[src/rtl/comms_pkg.sv]
// ---------------------------------------------------------------------------
// comms_pkg
//   Shared definitions for the comms TX path: frame marker bytes, source
//   index constants, per-source payload lengths and the TX scheduler state
//   encoding.
// ---------------------------------------------------------------------------
package comms_pkg;

    // Frame framing bytes
    localparam logic [7:0] SYNC_BYTE    = 8'hA5;
    localparam logic [7:0] SRC_TAG_BASE = 8'h10;

    // Source indices (fixed priority, index 0 highest)
    localparam logic [1:0] SRC_GRID   = 2'd0;
    localparam logic [1:0] SRC_PLAYER = 2'd1;
    localparam logic [1:0] SRC_INFO   = 2'd2;

    // Nominal payload length produced by each source
    localparam logic [7:0] LEN_GRID   = 8'd54;
    localparam logic [7:0] LEN_PLAYER = 8'd3;
    localparam logic [7:0] LEN_INFO   = 8'd8;

    // TX scheduler states
    typedef enum logic [2:0] {
        ST_IDLE  = 3'd0,
        ST_SYNC  = 3'd1,
        ST_SRC   = 3'd2,
        ST_LEN   = 3'd3,
        ST_FETCH = 3'd4,
        ST_DATA  = 3'd5,
        ST_CSUM  = 3'd6
    } tx_state_t;

    // Source tag byte carried in the SRC slot of a frame
    function automatic logic [7:0] src_tag(input logic [1:0] src);
        return SRC_TAG_BASE + {6'd0, src};
    endfunction

endpackage

[src/rtl/tx_priority_arbiter.sv]
// ---------------------------------------------------------------------------
// tx_priority_arbiter
//   Fixed-priority arbiter with anti-starvation aging. The winner is the
//   lowest-index pending source whose age has reached STARVE_LIMIT, or the
//   lowest-index pending source when none has. Ages update on grant_en.
//
// Ports:
//   clk       clock
//   rst       asynchronous active-high reset (ages -> 0)
//   req       pending request per source
//   grant_en  one-cycle strobe: the current winner is being granted
//   any_req   at least one source pending
//   winner    index of the source that would be granted this cycle
// ---------------------------------------------------------------------------
module tx_priority_arbiter
    import comms_pkg::*;
#(
    parameter int NUM_SRC      = 3,
    parameter int STARVE_LIMIT = 4
) (
    input  logic               clk,
    input  logic               rst,
    input  logic [NUM_SRC-1:0] req,
    input  logic               grant_en,
    output logic               any_req,
    output logic [1:0]         winner
);

    localparam int AGE_W = $clog2(STARVE_LIMIT + 1);
    localparam logic [AGE_W-1:0] AGE_MAX = AGE_W'(STARVE_LIMIT);

    logic [AGE_W-1:0] age_q [NUM_SRC];

    logic       starved_found;
    logic [1:0] starved_idx;
    logic [1:0] normal_idx;

    // Scan from the highest index down so the lowest index wins last.
    always_comb begin
        starved_found = 1'b0;
        starved_idx   = 2'd0;
        normal_idx    = 2'd0;
        for (int i = NUM_SRC - 1; i >= 0; i--) begin
            if (req[i]) begin
                normal_idx = 2'(i);
                if (age_q[i] >= AGE_MAX) begin
                    starved_found = 1'b1;
                    starved_idx   = 2'(i);
                end
            end
        end
        winner  = starved_found ? starved_idx : normal_idx;
        any_req = |req;
    end

    // Granted source resets, skipped pending sources age (saturating),
    // idle sources forget any history.
    always_ff @(posedge clk or posedge rst) begin
        if (rst) begin
            for (int i = 0; i < NUM_SRC; i++) begin
                age_q[i] <= '0;
            end
        end else if (grant_en) begin
            for (int i = 0; i < NUM_SRC; i++) begin
                if (2'(i) == winner) begin
                    age_q[i] <= '0;
                end else if (req[i]) begin
                    age_q[i] <= (age_q[i] >= AGE_MAX) ? AGE_MAX : age_q[i] + AGE_W'(1);
                end else begin
                    age_q[i] <= '0;
                end
            end
        end
    end

endmodule

[src/rtl/comms_tx_scheduler.sv]
// ---------------------------------------------------------------------------
// comms_tx_scheduler
//   Shares the serial TX byte channel between NUM_SRC frame sources. Each
//   granted source is sent as SYNC, SRC, LEN, payload..., XOR checksum.
//   Payload bytes are fetched through a shared read port with one cycle of
//   read latency.
//
// Handshake: a byte transfers on a cycle where tx_valid_out && tx_ready_in.
//   Once tx_valid_out rises it stays high and tx_byte_out stays stable until
//   that transfer cycle.
//
// Ports:
//   clk_in, rst_in     clock, asynchronous active-high reset
//   enable_in          allow new frames to start (sampled in IDLE only)
//   req_in, len_in     per-source level request and payload length
//   rd_src_out/addr    payload read port; rd_data_in valid one cycle later
//   tx_byte_out/valid  byte stream to the UART, tx_ready_in from the UART
//   grant_out          one-hot pulse when a source is granted
//   done_out           one-hot pulse after that source's checksum transfers
//   busy_out           high from grant until done
//   err_out            sticky: a granted length exceeded MAX_LEN
//   frame_cnt_out      completed frame counter (wraps)
//   state_out          current FSM state for observation
// ---------------------------------------------------------------------------
module comms_tx_scheduler
    import comms_pkg::*;
#(
    parameter int NUM_SRC      = 3,
    parameter int MAX_LEN      = 63,
    parameter int STARVE_LIMIT = 4
) (
    input  logic                 clk_in,
    input  logic                 rst_in,
    input  logic                 enable_in,
    input  logic [NUM_SRC-1:0]   req_in,
    input  logic [NUM_SRC*8-1:0] len_in,
    output logic [1:0]           rd_src_out,
    output logic [5:0]           rd_addr_out,
    input  logic [7:0]           rd_data_in,
    output logic [7:0]           tx_byte_out,
    output logic                 tx_valid_out,
    input  logic                 tx_ready_in,
    output logic [NUM_SRC-1:0]   grant_out,
    output logic [NUM_SRC-1:0]   done_out,
    output logic                 busy_out,
    output logic                 err_out,
    output logic [15:0]          frame_cnt_out,
    output tx_state_t            state_out
);

    tx_state_t   state_q;
    logic [1:0]  src_q;
    logic [5:0]  len_q;
    logic [5:0]  idx_q;
    logic [7:0]  csum_q;
    logic        data_loaded_q;
    logic [15:0] frame_cnt_q;

    logic        any_req;
    logic [1:0]  win;
    logic        start;
    logic        accept;
    logic [7:0]  win_len_raw;
    logic [5:0]  win_len;
    logic        win_len_over;

    assign accept        = tx_valid_out && tx_ready_in;
    assign start         = (state_q == ST_IDLE) && enable_in && any_req;
    assign frame_cnt_out = frame_cnt_q;
    assign state_out     = state_q;

    tx_priority_arbiter #(
        .NUM_SRC      (NUM_SRC),
        .STARVE_LIMIT (STARVE_LIMIT)
    ) u_arb (
        .clk      (clk_in),
        .rst      (rst_in),
        .req      (req_in),
        .grant_en (start),
        .any_req  (any_req),
        .winner   (win)
    );

    // Winner's length, clamped to what one frame can carry.
    always_comb begin
        win_len_raw  = len_in[8*int'(win) +: 8];
        win_len_over = (win_len_raw > 8'(MAX_LEN));
        win_len      = win_len_over ? 6'(MAX_LEN) : win_len_raw[5:0];
    end

    always_ff @(posedge clk_in or posedge rst_in) begin
        if (rst_in) begin
            state_q       <= ST_IDLE;
            src_q         <= '0;
            len_q         <= '0;
            idx_q         <= '0;
            csum_q        <= '0;
            data_loaded_q <= 1'b0;
            frame_cnt_q   <= '0;
            rd_src_out    <= '0;
            rd_addr_out   <= '0;
            tx_byte_out   <= '0;
            tx_valid_out  <= 1'b0;
            grant_out     <= '0;
            done_out      <= '0;
            busy_out      <= 1'b0;
            err_out       <= 1'b0;
        end else begin
            grant_out <= '0;
            done_out  <= '0;

            case (state_q)
                ST_IDLE: begin
                    if (start) begin
                        grant_out    <= NUM_SRC'(1) << win;
                        src_q        <= win;
                        len_q        <= win_len;
                        busy_out     <= 1'b1;
                        csum_q       <= '0;
                        tx_byte_out  <= SYNC_BYTE;
                        tx_valid_out <= 1'b1;
                        state_q      <= ST_SYNC;
                        if (win_len_over) begin
                            err_out <= 1'b1;
                        end
                    end
                end

                ST_SYNC: begin
                    // SYNC is not part of the checksum; it starts at the tag.
                    if (accept) begin
                        tx_byte_out <= src_tag(src_q);
                        csum_q      <= src_tag(src_q);
                        state_q     <= ST_SRC;
                    end
                end

                ST_SRC: begin
                    if (accept) begin
                        tx_byte_out <= {2'd0, len_q};
                        csum_q      <= csum_q ^ {2'd0, len_q};
                        state_q     <= ST_LEN;
                    end
                end

                ST_LEN: begin
                    if (accept) begin
                        if (len_q != 6'd0) begin
                            tx_valid_out <= 1'b0;
                            idx_q        <= '0;
                            rd_addr_out  <= '0;
                            rd_src_out   <= src_q;
                            state_q      <= ST_FETCH;
                        end else begin
                            tx_byte_out <= csum_q;
                            state_q     <= ST_CSUM;
                        end
                    end
                end

                ST_FETCH: begin
                    // Address is on the read port this cycle; data arrives next.
                    data_loaded_q <= 1'b0;
                    state_q       <= ST_DATA;
                end

                ST_DATA: begin
                    if (!data_loaded_q) begin
                        tx_byte_out   <= rd_data_in;
                        csum_q        <= csum_q ^ rd_data_in;
                        tx_valid_out  <= 1'b1;
                        data_loaded_q <= 1'b1;
                    end else if (accept) begin
                        if (idx_q == len_q - 6'd1) begin
                            tx_byte_out <= csum_q;
                            state_q     <= ST_CSUM;
                        end else begin
                            idx_q        <= idx_q + 6'd1;
                            rd_addr_out  <= idx_q + 6'd1;
                            tx_valid_out <= 1'b0;
                            state_q      <= ST_FETCH;
                        end
                    end
                end

                ST_CSUM: begin
                    if (accept) begin
                        tx_valid_out <= 1'b0;
                        done_out     <= NUM_SRC'(1) << src_q;
                        frame_cnt_q  <= frame_cnt_q + 16'd1;
                        busy_out     <= 1'b0;
                        state_q      <= ST_IDLE;
                    end
                end

                default: begin
                    tx_valid_out <= 1'b0;
                    busy_out     <= 1'b0;
                    state_q      <= ST_IDLE;
                end
            endcase
        end
    end

endmodule

[config.mk]
export PLATFORM = sky130hd
export DESIGN_NAME = comms_tx_scheduler
export DESIGN_NICKNAME = d
export VERILOG_FILES = /design/src/rtl/comms_pkg.sv /design/src/rtl/tx_priority_arbiter.sv /design/src/rtl/comms_tx_scheduler.sv
export SDC_FILE = /design/constraint.sdc
export NUM_CORES = 1
export LEC_CHECK = 0
export BUFFER_PORTS_ARGS = -buffer_cell sky130_fd_sc_hd__buf_2
export CELL_PAD_IN_SITES_DETAIL_PLACEMENT = 0
export CELL_PAD_IN_SITES_GLOBAL_PLACEMENT = 1
export CORE_ASPECT_RATIO = 1.75
export CORE_MARGIN = 5
export CORE_UTILIZATION = 40
export DETAILED_ROUTE_END_ITERATION = 10
export PLACE_DENSITY_LB_ADDON = 0.1
export SYNTH_ARGS = -nofsm -noshare
export SYNTH_HDL_FRONTEND = slang
export SYNTH_SLANG_ARGS = --single-unit
[constraint.sdc]
create_clock -name clk_in -period 3.1 [get_ports clk_in]
set_clock_uncertainty 0.2 [all_clocks]
set_input_delay 0.465 -clock clk_in [delete_from_list [all_inputs] [get_ports clk_in]]
set_output_delay 0.465 -clock clk_in [all_outputs]
set_load 0.01 [all_outputs]
# --- Yosys cells after proc, flatten, opt, wreduce, memory -nomap -nowiden ---
# Index checks and enable logic that the tools add are counted.
# W data, S select, Z words.
classes:
  reduce_logical: 23
  eq_ne: 23
  order_cmp: 4
  bitwise_logic: 4
  n_addsub: 7
  n_shift: 3
  muxes: 69
op_table:
  columns: ["op", "n"]
  rows:
  - ["$mux W8", 11]
  - ["$mux W3", 20]
  - ["$pmux W8 S5", 1]
  - ["$mux W6", 6]
  - ["$pmux W8 S4", 1]
  - ["$mux W2", 12]
  - ["$shiftx A24 B6 Y8", 1]
  - ["$ne A2 B2 Y1 const B", 11]
  - ["$pmux W3 S7", 1]
  - ["$add A16 B1 Y16 const B", 1]
  - ["$reduce_and A7 Y1", 2]
  - ["$mux W1", 13]
  - ["$pmux W6 S2", 1]
  - ["$add A3 B1 Y3 const B", 3]
  - ["$eq A3 B3 Y1 const B", 3]
  - ["$ge A3 B3 Y1 const B", 3]
  - ["$ne A3 B3 Y1 const B", 3]
  - ["$reduce_and A3 Y1", 3]
  - ["$gt A8 B6 Y1 const B", 1]
  - ["$reduce_and A8 Y1", 1]
  - ["$xor A8 B6 Y8", 1]
  - ["$xor A8 B8 Y8", 1]
  - ["$add A5 B2 Y6 const A", 1]
  - ["$add A6 B1 Y6 const B", 1]
  - ["other kinds (23)", 31]
totals:
  reg_bits: 70
  out_inout_bits: 44
  inputBits: 39
  elab_cells: 150

# --- Logic depth before layout (Yosys ltp) ---
# Gate-level depths: netlist of run 1.
logic_depth:
  ltp_word: 11
  mapped_depth: 8
  ltp_nobuf: 7

# --- Modules after synthesis ---
# Synthesis of run 1 repeated with hierarchy kept, for this count alone.
unflattened:
  hier_cells: 469
  hier_area_um2: 4184.0
modules_own_cells:
  columns: ["module", "cells_per_inst", "area_per_inst_um2", "seq_area_each_um2", "n_inst"]
  rows:
  - ["comms_tx_scheduler", 410, 3636.0, 1526.5, 1]
  - ["tx_priority_arbiter", 59, 548.0, 225.2, 1]

# --- Least setup slack after synthesis of run 1 ---
# Ideal clock, no wire load.
synth_path:
  path_type: "flip-flop to flip-flop"
  startpoint: "register len_q[0]"
  endpoint: "register tx_byte_out[0]"
  slack_ps: 836
  stages_incl_launch_ff: 9
  n_path_buf: 1
  synth_period_minus_slack_ps: 2264
  required_time_ps: 2775
  t_arrival_ps: 1939
  setup_ps: 125
  path_cell_list: "dfrtp_1 -> inv_1 -> ha_1 -> xnor2_1 -> xnor2_1 -> nor4_4 -> o311a_1 -> buf_6 -> mux2_4"
synth_via:
  elab_chain_cells: 4
  elab_cells_between_ends: 8
  classes_between: "add/sub (1); eq/ne (3); mux (2); reduce/logical (2)"
synth_lines:
  columns: ["element", "line", "source"]
  rows:
  - ["start: declaration", "comms_tx_scheduler.sv:53", "logic [5:0] len_q;"]
  - ["start signal: assignment", "comms_tx_scheduler.sv:117", "len_q <= win_len;"]
  - ["$sub A6 B1 Y6", "comms_tx_scheduler.sv:174", "if (idx_q == len_q - 6'd1) begin"]
  - ["$eq A6 B6 Y1", "comms_tx_scheduler.sv:174", null]
  - ["$ne A3 B3 Y1 (no source line)", null, null]
  - ["$reduce_and A8 Y1 (no source line)", null, null]
  - ["end signal: assignment", "comms_tx_scheduler.sv:155", "tx_byte_out <= csum_q;"]
  - ["end signal: assignment", "comms_tx_scheduler.sv:169", "tx_byte_out <= rd_data_in;"]
  - ["end signal: assignment", "comms_tx_scheduler.sv:175", "tx_byte_out <= csum_q;"]
  - ["end: declaration", "comms_tx_scheduler.sv:40", "output logic [7:0] tx_byte_out,"]
# Parallel ways exist; a longest one is shown, timed or not. The select of a mux whose other input is x is not followed.
# A chain may end at the register's enable or synchronous reset.

# --- Worst setup path in the final report of run 1 ---
layout_path:
  startpoint: "register state_q[1], in the netlist state_out[1]"
  endpoint: "register tx_byte_out[7]"
layout_via:
  elab_chain_cells: 5
  elab_cells_between_ends: 17
  classes_between: "eq/ne (11); mux (1); reduce/logical (5)"
layout_lines:
  columns: ["element", "line", "source"]
  rows:
  - ["start: declaration", "comms_tx_scheduler.sv:51", "tx_state_t state_q;"]
  - ["start signal: assignment", "comms_tx_scheduler.sv:93", "state_q <= ST_IDLE;"]
  - ["start signal: assignment", "comms_tx_scheduler.sv:122", "state_q <= ST_SYNC;"]
  - ["start signal: assignment", "comms_tx_scheduler.sv:134", "state_q <= ST_SRC;"]
  - ["$logic_not A3 Y1", "comms_tx_scheduler.sv:68, comms_tx_scheduler.sv:112", null]
  - ["$logic_and A1 B1 Y1 (2 in a row)", "comms_tx_scheduler.sv:68", "assign start = (state_q == ST_IDLE) && enable_in && any_req;"]
  - ["$ne A2 B2 Y1 (no source line)", null, null]
  - ["$reduce_and A8 Y1 (no source line)", null, null]
  - ["end signal: assignment", "comms_tx_scheduler.sv:132", "tx_byte_out <= src_tag(src_q);"]
  - ["end signal: assignment", "comms_tx_scheduler.sv:140", "tx_byte_out <= {2'd0, len_q};"]
  - ["end signal: assignment", "comms_tx_scheduler.sv:155", null]
# Parallel ways exist; a longest one is shown, timed or not.

==> results.py, run 1 <==
metrics = {
    "setup_path": {
        "critical_path_class": "reg -> reg",
        "required_ns": 3.11,
        "path_buf_inv": 0,
        "crit_fanout": 13,
        "max_stage_delay_ns": 0.60,
        "cp_slowest_cell": "o311a_1",
        "cpLargestDelayFamily": "compound AO/OA/AOI/OAI gates",
        "arrival_ns": 2.77,
        "path_cells": "nand2b_1, a222oi_1, o311a_1, mux2_4",
        "critPathLaunchType": "register",
        "end_kind": "register",
    },
    "global_route": {
        "grt_pass1_vias": 3690,
        "grt_max_degree": 35,
        "grt_pass1_wl_um": 18900,
        "track_usage": 0.200,
        "grt.overflow.total": 0,
        "antenna_found_initial": 0,
    },
    "pwr": {
        "powerDensity_nw_per_um2": 914,
        "p_leak_nw": 2.43,
        "total_power_mw": 4.50,
        "peakVddDrop_uv": 354,
    },
    "placement": {
        "gp_congestion": 0.912,
        "port_buffers": 82,
        "dp_hpwl_um": 8960,
        "placed_cell_area_um2": 4590,
    },
    "flow_run": {
        "maxCapViolations": 0,
    },
    "floorplan": {
        "initial_utilization": 0.403,
        "core-area_um2": 9790,
        "dieArea_um2": 12000,
        "die_w_um": 85.1,
        "dieHeight_um": 141,
        "rows": 48,
        "ios": 83,
    },
    "sta": {
        "slew_viol_final": 0,
        "max-slew-margin-rel": 0.538,
        "min_period_ns": 2.76,
        "worst_pin_slew_ns": 0.693,
        "finalSetupTns_ns": 0,
        "min_period_over_period": 0.890,
        "whs_ns": 0.194,
        "timing.fmax_mhz": 363,
        "rsz0062_at_grt": "no",
        "hold_viol_final": 0,
        "finalSetupViolCount": 0,
    },
    "drt": {
        "vias": 3507,
        "detail_route.vias_per_cell": 5.41,
        "ant_nets": 0,
        "dr.pass1.iters": 4,
        "route.detailed.drc": 0,
        "first_iter_violations": 214,
        "post_drt_wl_per_cell_um": 17.7,
        "drt_wl_total_um": 11500,
    },
    "finish": {
        "layout.nets": 567,
        "layout-drive-gt1-share": 0.256,
        "antenna_cells": 0,
        "syn_to_final_growth_pct": 24.9,
        "stdcell_area_um2": 4930,
    },
    "run_status": {
        "status": "finished, final reports clean",
    },
    "synth": {
        "yosys.area.top_type": "dfrtp_1",
        "netlist_area_um2": 3950,
        "synth_edf_count": 0,
        "synthArstFlopShare": 1.00,
        "synth_area_leaders": "dfrtp_1 44%, a21oi_1 4.6%, nand2_1 4.5%",
        "synth-seq-cells": 70,
        "ys_top_cells_by_count": "70 x dfrtp_1, 47 x nand2_1, 41 x nor2_1, 36 x a21oi_1, 30 x o21ai_0",
        "ys_warn_count": 0,
        "synth_fp_nets": 472,
        "yosysSeqAreaShare": 0.444,
        "synthCells": 423,
        "synth_cell_types": 58,
        "synth_top_area_share": 0.444,
        "synth.avg_cell_area_um2": 9.33,
        "ys.flop_type": "dfrtp_1",
        "synth_most_common_cell": "dfrtp_1",
    },
    "clock_tree": {
        "insertion_delay_ns": 0.34,
        "cts-root-buf": "clkbuf_16",
        "clock_sinks": 70,
        "numCtsBuffers": 9,
        "post_cts_buffers": 0,
        "cts_tree": "done",
        "ctsResizeCount": 0,
        "h-tree-depth": 3,
        "cts.path.max_buffers": 2,
        "clkTransAtPathRegs_ns": 0.05,
        "cts_hold_buf": 1,
    },
    "min_path": {
        "worstHoldPathType": "in -> reg",
    },
}
state kept, by name (all words and copies together) (netlist names):
| register | flops |
|---|---|
| err_out | 1 |
| done_out | 3 |
| len_q | 6 |
| busy_out | 1 |
| tx_byte_out | 8 |
| rd_src_out | 2 |
| u_arb.age_q | 9 |
| idx_q | 6 |
| frame_cnt_out | 16 |
| csum_q | 8 |
| grant_out | 3 |
| src_q | 2 |
| data_loaded_q | 1 |
| tx_valid_out | 1 |
| state_out | 3 |
worst paths after layout:
path	startpoint	end	slack [ns]	cells past startpoint
worst max-delay path	state_out[1]	tx_byte_out[7]	0.34	4
worst min-delay path	rd_data_in[7]	csum_q[7]	0.19	3
worst max register to register	state_out[1]	tx_byte_out[7]	0.34	4
worst min register to register	err_out	err_out	0.25	1
max in group asynchronous	rst_in	state_out[1]	1.58	4
min in group asynchronous	rst_in	tx_byte_out[0]	0.52	3
metal layers:
metal | routed length (um) | global-route usage | part of all wire
met1 | 4240 | 0.212 | 0.37
met2 | 6240 | 0.362 | 0.54
met3 | 543 | 0.0349 | 0.047
met4 | 471 | 0.121 | 0.041
met5 | 0 | 0 | 0
report_power, final:
group | total [mW] | switching [mW] | internal, mW
Clock | 1.15 | 0.369 | 0.785
Combinational | 1.85 | 1.06 | 0.795
Sequential | 1.50 | 0.321 | 1.17
layout by cell type (no fill, tap or decap), types with 7 or more instances in the layout:
cell and count:
mux2i_1 11, dfrtp_1 70, a21oi_1 36, buf_2 82
o21ai_0 30, nor2_1 41, buf_4 19, nand2_1 47
clkbuf_16 9, ha_1 10, xnor2_1 14, o22ai_1 7
a22oi_1 7, xor2_1 10, inv_1 18
worst register-to-register path, delay by kind of cell, from the launching register on:
kind,cells,cell delay (ns)
flip-flops,1,0.54
AND/OR/NAND/NOR,1,0.38
multiplexers,1,0.35
AO/OA/AOI/OAI,2,1.18
cell families after synthesis:
| kind of cell | count (synthesis) | synth area share |
|---|---|---|
| AOI/OAI and AO/OA | 124 | 0.198 |
| xor gates and xnor gates | 25 | 0.0574 |
| adders and majority gates | 10 | 0.0317 |
| buffers and inverters | 38 | 0.0422 |
| DFF | 70 | 0.444 |
| muxes | 21 | 0.0621 |
| and+or+nand+nor | 135 | 0.165 |
through the flow:
step	setup WS, ns	utilization	cells
final	0.341	0.503	648
after detailed placement	0.399	0.469	631
after CTS	0.402	0.503	648
after floorplan	0.667	-	423
after global routing	0.311	0.503	648
after global placement	0.416	0.469	631
layout make-up:
type	instances	area (um^2)
sequential	70	1750
timing repair buffer	103	583
multi-input combinational	315	2030
inverter	19	71.3
tap	125	156
fill	947	4860
clock buffer	12	236
clock inverter	4	95.1
Power figures use the tool's default switching activity.
==> run 2, diff against run 1 <==
Settings changed: GPL_TIMING_DRIVEN set to 0, SYNTH_HIERARCHICAL set to 1.
==> run 2 against run 1 <==
Against the previous run: synthesized area up 6.0%; hold slack lost 0.0069 ns; sequential share of layout area decreased by 1.3 points; critical path depth increased by 3; first-iteration DRC count decreased by 0.47%; clock-buffer cell count is 2 lower; register-to-register slack got worse by 0.13 ns; clock power about the same; flip-flop and latch count is the same; critical path type unchanged; via count rose by 6.8%; largest cell class unchanged; maximum frequency decreased by 4.7%; synthesized cell count is 11% higher.
==> results.py, run 2 <==
metrics = {
    "run_status": {
        "status": "finished, final reports clean",
    },
    "finish": {
        "mostFrequentLayoutCells": "85 x buf_2, 70 x dfrtp_1, 60 x nand2_1",
        "layout.nets": 613,
        "antenna_cells": 0,
        "final_common_cell": "buf_2",
        "syn_to_final_growth_pct": 22.2,
        "largest_register_ffs": 16,
        "stdcell_count": 696,
        "layout-drive-gt1-share": 0.221,
    },
    "setup_path": {
        "critical_path_class": "reg -> reg",
        "required_ns": 3.18,
        "crit_fanout": 21,
        "r2r-start": "state_out[2]",
        "endpoint": "u_arb/age_q[5]",
        "r2r-end": "u_arb/age_q[5]",
        "crit_path_start": "state_out[2]",
        "cp_slowest_cell": "nand4_1",
        "arrival_ns": 2.97,
        "reg2reg_depth": 7,
        "path_cells": "inv_1, clkbuf_1, nand4_1, clkinvlp_4, nand2_1, nor3_2, a22o_2",
        "critPathLaunchType": "register",
        "max_stage_delay_ns": 0.60,
        "timing.reg2reg.setup_slack_ns": 0.21,
        "end_kind": "register",
    },
    "synth": {
        "ys.flop_type": "dfrtp_1",
        "netlist_area_um2": 4180,
        "synthCells": 469,
        "synth-seq-cells": 70,
        "yosys.area.top_type": "dfrtp_1",
        "ys_warn_count": 6,
        "ys_top_cells_by_count": "70 x dfrtp_1, 60 x nand2_1, 39 x nor2_1, 38 x a21oi_1, 27 x inv_1",
        "synth_fp_nets": 518,
        "synth_cell_types": 63,
        "synth_top_area_share": 0.419,
        "synthArstFlopShare": 1.00,
        "synth.avg_cell_area_um2": 8.92,
        "synth_area_leaders": "dfrtp_1 42%, nand2_1 5.4%, a21oi_1 4.5%",
        "yosysSeqAreaShare": 0.419,
        "synth_most_common_cell": "dfrtp_1",
        "synth_edf_count": 0,
    },
    "global_route": {
        "track_usage": 0.193,
        "antenna_found_initial": 0,
        "grt.overflow.total": 0,
        "grt_max_degree": 35,
        "grt_pass1_vias": 3797,
        "grt_pass1_wl_um": 19500,
    },
    "sta": {
        "min_period_over_period": 0.933,
        "timing.fmax_mhz": 346,
        "worst_pin_slew_ns": 0.758,
        "setup_slack_ns": 0.207,
        "hold_viol_final": 0,
        "min_period_ns": 2.89,
        "max-slew-margin-rel": 0.493,
        "finalSetupViolCount": 0,
        "slew_viol_final": 0,
        "rsz0062_at_grt": "no",
    },
    "clock_tree": {
        "cts.path.max_buffers": 2,
        "cts_tree": "done",
        "clock_sinks": 70,
        "clkTransAtPathRegs_ns": 0.06,
        "insertion_delay_ns": 0.34,
        "numCtsBuffers": 9,
        "h-tree-depth": 3,
        "cts-root-buf": "clkbuf_16",
    },
    "placement": {
        "dp.cells": 679,
        "port_buffers": 82,
        "dp_hpwl_um": 8790,
        "gp_congestion": 0.870,
        "post-place-ws_ns": -0.176,
    },
    "floorplan": {
        "initial_utilization": 0.409,
        "ios": 83,
        "die_w_um": 87.3,
        "rows": 49,
        "dieHeight_um": 145,
        "core-area_um2": 10200,
        "dieArea_um2": 12700,
    },
    "drt": {
        "vias": 3747,
        "ant_nets": 0,
        "first_iter_violations": 213,
        "post_drt_wl_per_cell_um": 16.6,
        "route.detailed.drc": 0,
        "dr.pass1.iters": 4,
        "drt_wl_total_um": 11600,
        "detail_route.vias_per_cell": 5.38,
    },
    "pwr": {
        "powerDensity_nw_per_um2": 868,
        "p_leak_nw": 2.43,
        "peakVddDrop_uv": 409,
        "total_power_mw": 4.44,
    },
    "flow_run": {
        "maxCapViolations": 0,
    },
    "min_path": {
        "worstHoldPathType": "in -> reg",
    },
}
==> run 2: cell count changes in the layout (fill, tap and decap cells not counted), moves of 5 or more <==
cell	previous run	this run
a22oi_1	7	2
buf_4	19	2
clkbuf_1	3	16
inv_1	18	25
mux2_4	6	0
mux2i_1	11	16
nand2_1	47	60
nand2b_1	5	11
nor2b_1	4	11
o21ai_0	30	22
==> run 2: routing by layer <==
| metal | track usage | share of wire | up-vias | wire [um] |
|---|---|---|---|---|
| li1 | - | - | 1843 | - |
| met1 | 0.224 | 0.39 | 1773 | 4560 |
| met2 | 0.337 | 0.53 | 111 | 6170 |
| met3 | 0.0437 | 0.053 | 20 | 615 |
| met4 | 0.0714 | 0.020 | 0 | 235 |
| met5 | 0 | 0 | - | 0 |
==> run 2: worst min path at each step <==
| stage | start | to | cells past startpoint |
|---|---|---|---|
| 6_report | rd_data_in[7] | csum_q[7] | 3 |
| 5_1_grt | rd_data_in[7] | csum_q[7] | 3 |
| 4_1_cts | rd_data_in[7] | csum_q[7] | 3 |
| 3_5_place_dp | rst_in | u_arb/age_q[6] | 2 |
| 3_3_place_gp | frame_cnt_out[15] | frame_cnt_out[15] | 1 |
| 2_1_floorplan | rst_in | u_arb/age_q[0] | 1 |
==> run 2: cells by family (layout without fill, tap and decap cells) <==
kind of cell | after synthesis | after routing | share of synthesized area
AO/OA/AOI/OAI | 121 | 121 | 0.199
XOR/XNOR | 21 | 21 | 0.0440
adder cells (fa/ha/maj) | 10 | 10 | 0.0299
buffers and inverters | 50 | 150 | 0.0470
flip-flops | 70 | 70 | 0.419
multiplexers | 23 | 23 | 0.0571
AND/OR/NAND/NOR | 174 | 174 | 0.205
==> run 2: final cells by class <==
class                   instances  area, um^2
fillers                      1010        5120
multi-input cells             349        2240
flip-flops and latches         70        1750
repair buffers                 85         448
clock buffers                  10         229
well taps                     127         159
inverters                      27         105
clock inverters                 6        93.8
plain buffers                  22        91.3
==> run 2: through the flow <==
| step | cell area [um^2] | utilization | TNS [ns] | hold WS, ns |
|---|---|---|---|---|
| finish | 5110 | 0.499 | 0 | 0.188 |
| CTS | 5100 | 0.498 | 0 | 0.187 |
| detailed placement | 4770 | 0.466 | -1.16 | 0.256 |
| floorplan | 4180 | - | 0 | 0.0929 |
| global route | 5110 | 0.499 | 0 | 0.205 |
| global placement | 4750 | 0.464 | -0.774 | 0.252 |
==> run 2: timing repair <==
| item | in CTS | in global routing |
|---|---|---|
| pin swaps | 0 | 1 |
| hold buffers | 1 | 0 |
| setup buffers | 0 | 1 |
| hold endpoints to repair | 9 | 0 |
| setup endpoints to repair | 9 | 12 |
| gates resized for setup | 0 | 1 |
==> run 2: critical path, delay by kind of cell, from the launching register on <==
kind	cells	cell delay (ns)
and+or+nand+nor	3	0.93
buffers and inverters	3	1.04
DFF	1	0.46
AOI/OAI and AO/OA	1	0.20
==> run 2: report_power, final <==
part / internal, mW / total, mW / switching [mW]
clock network: 0.710 / 1.12 / 0.410
logic: 0.753 / 1.97 / 1.22
registers: 1.15 / 1.35 / 0.204
total: 2.61 / 4.44 / 1.83
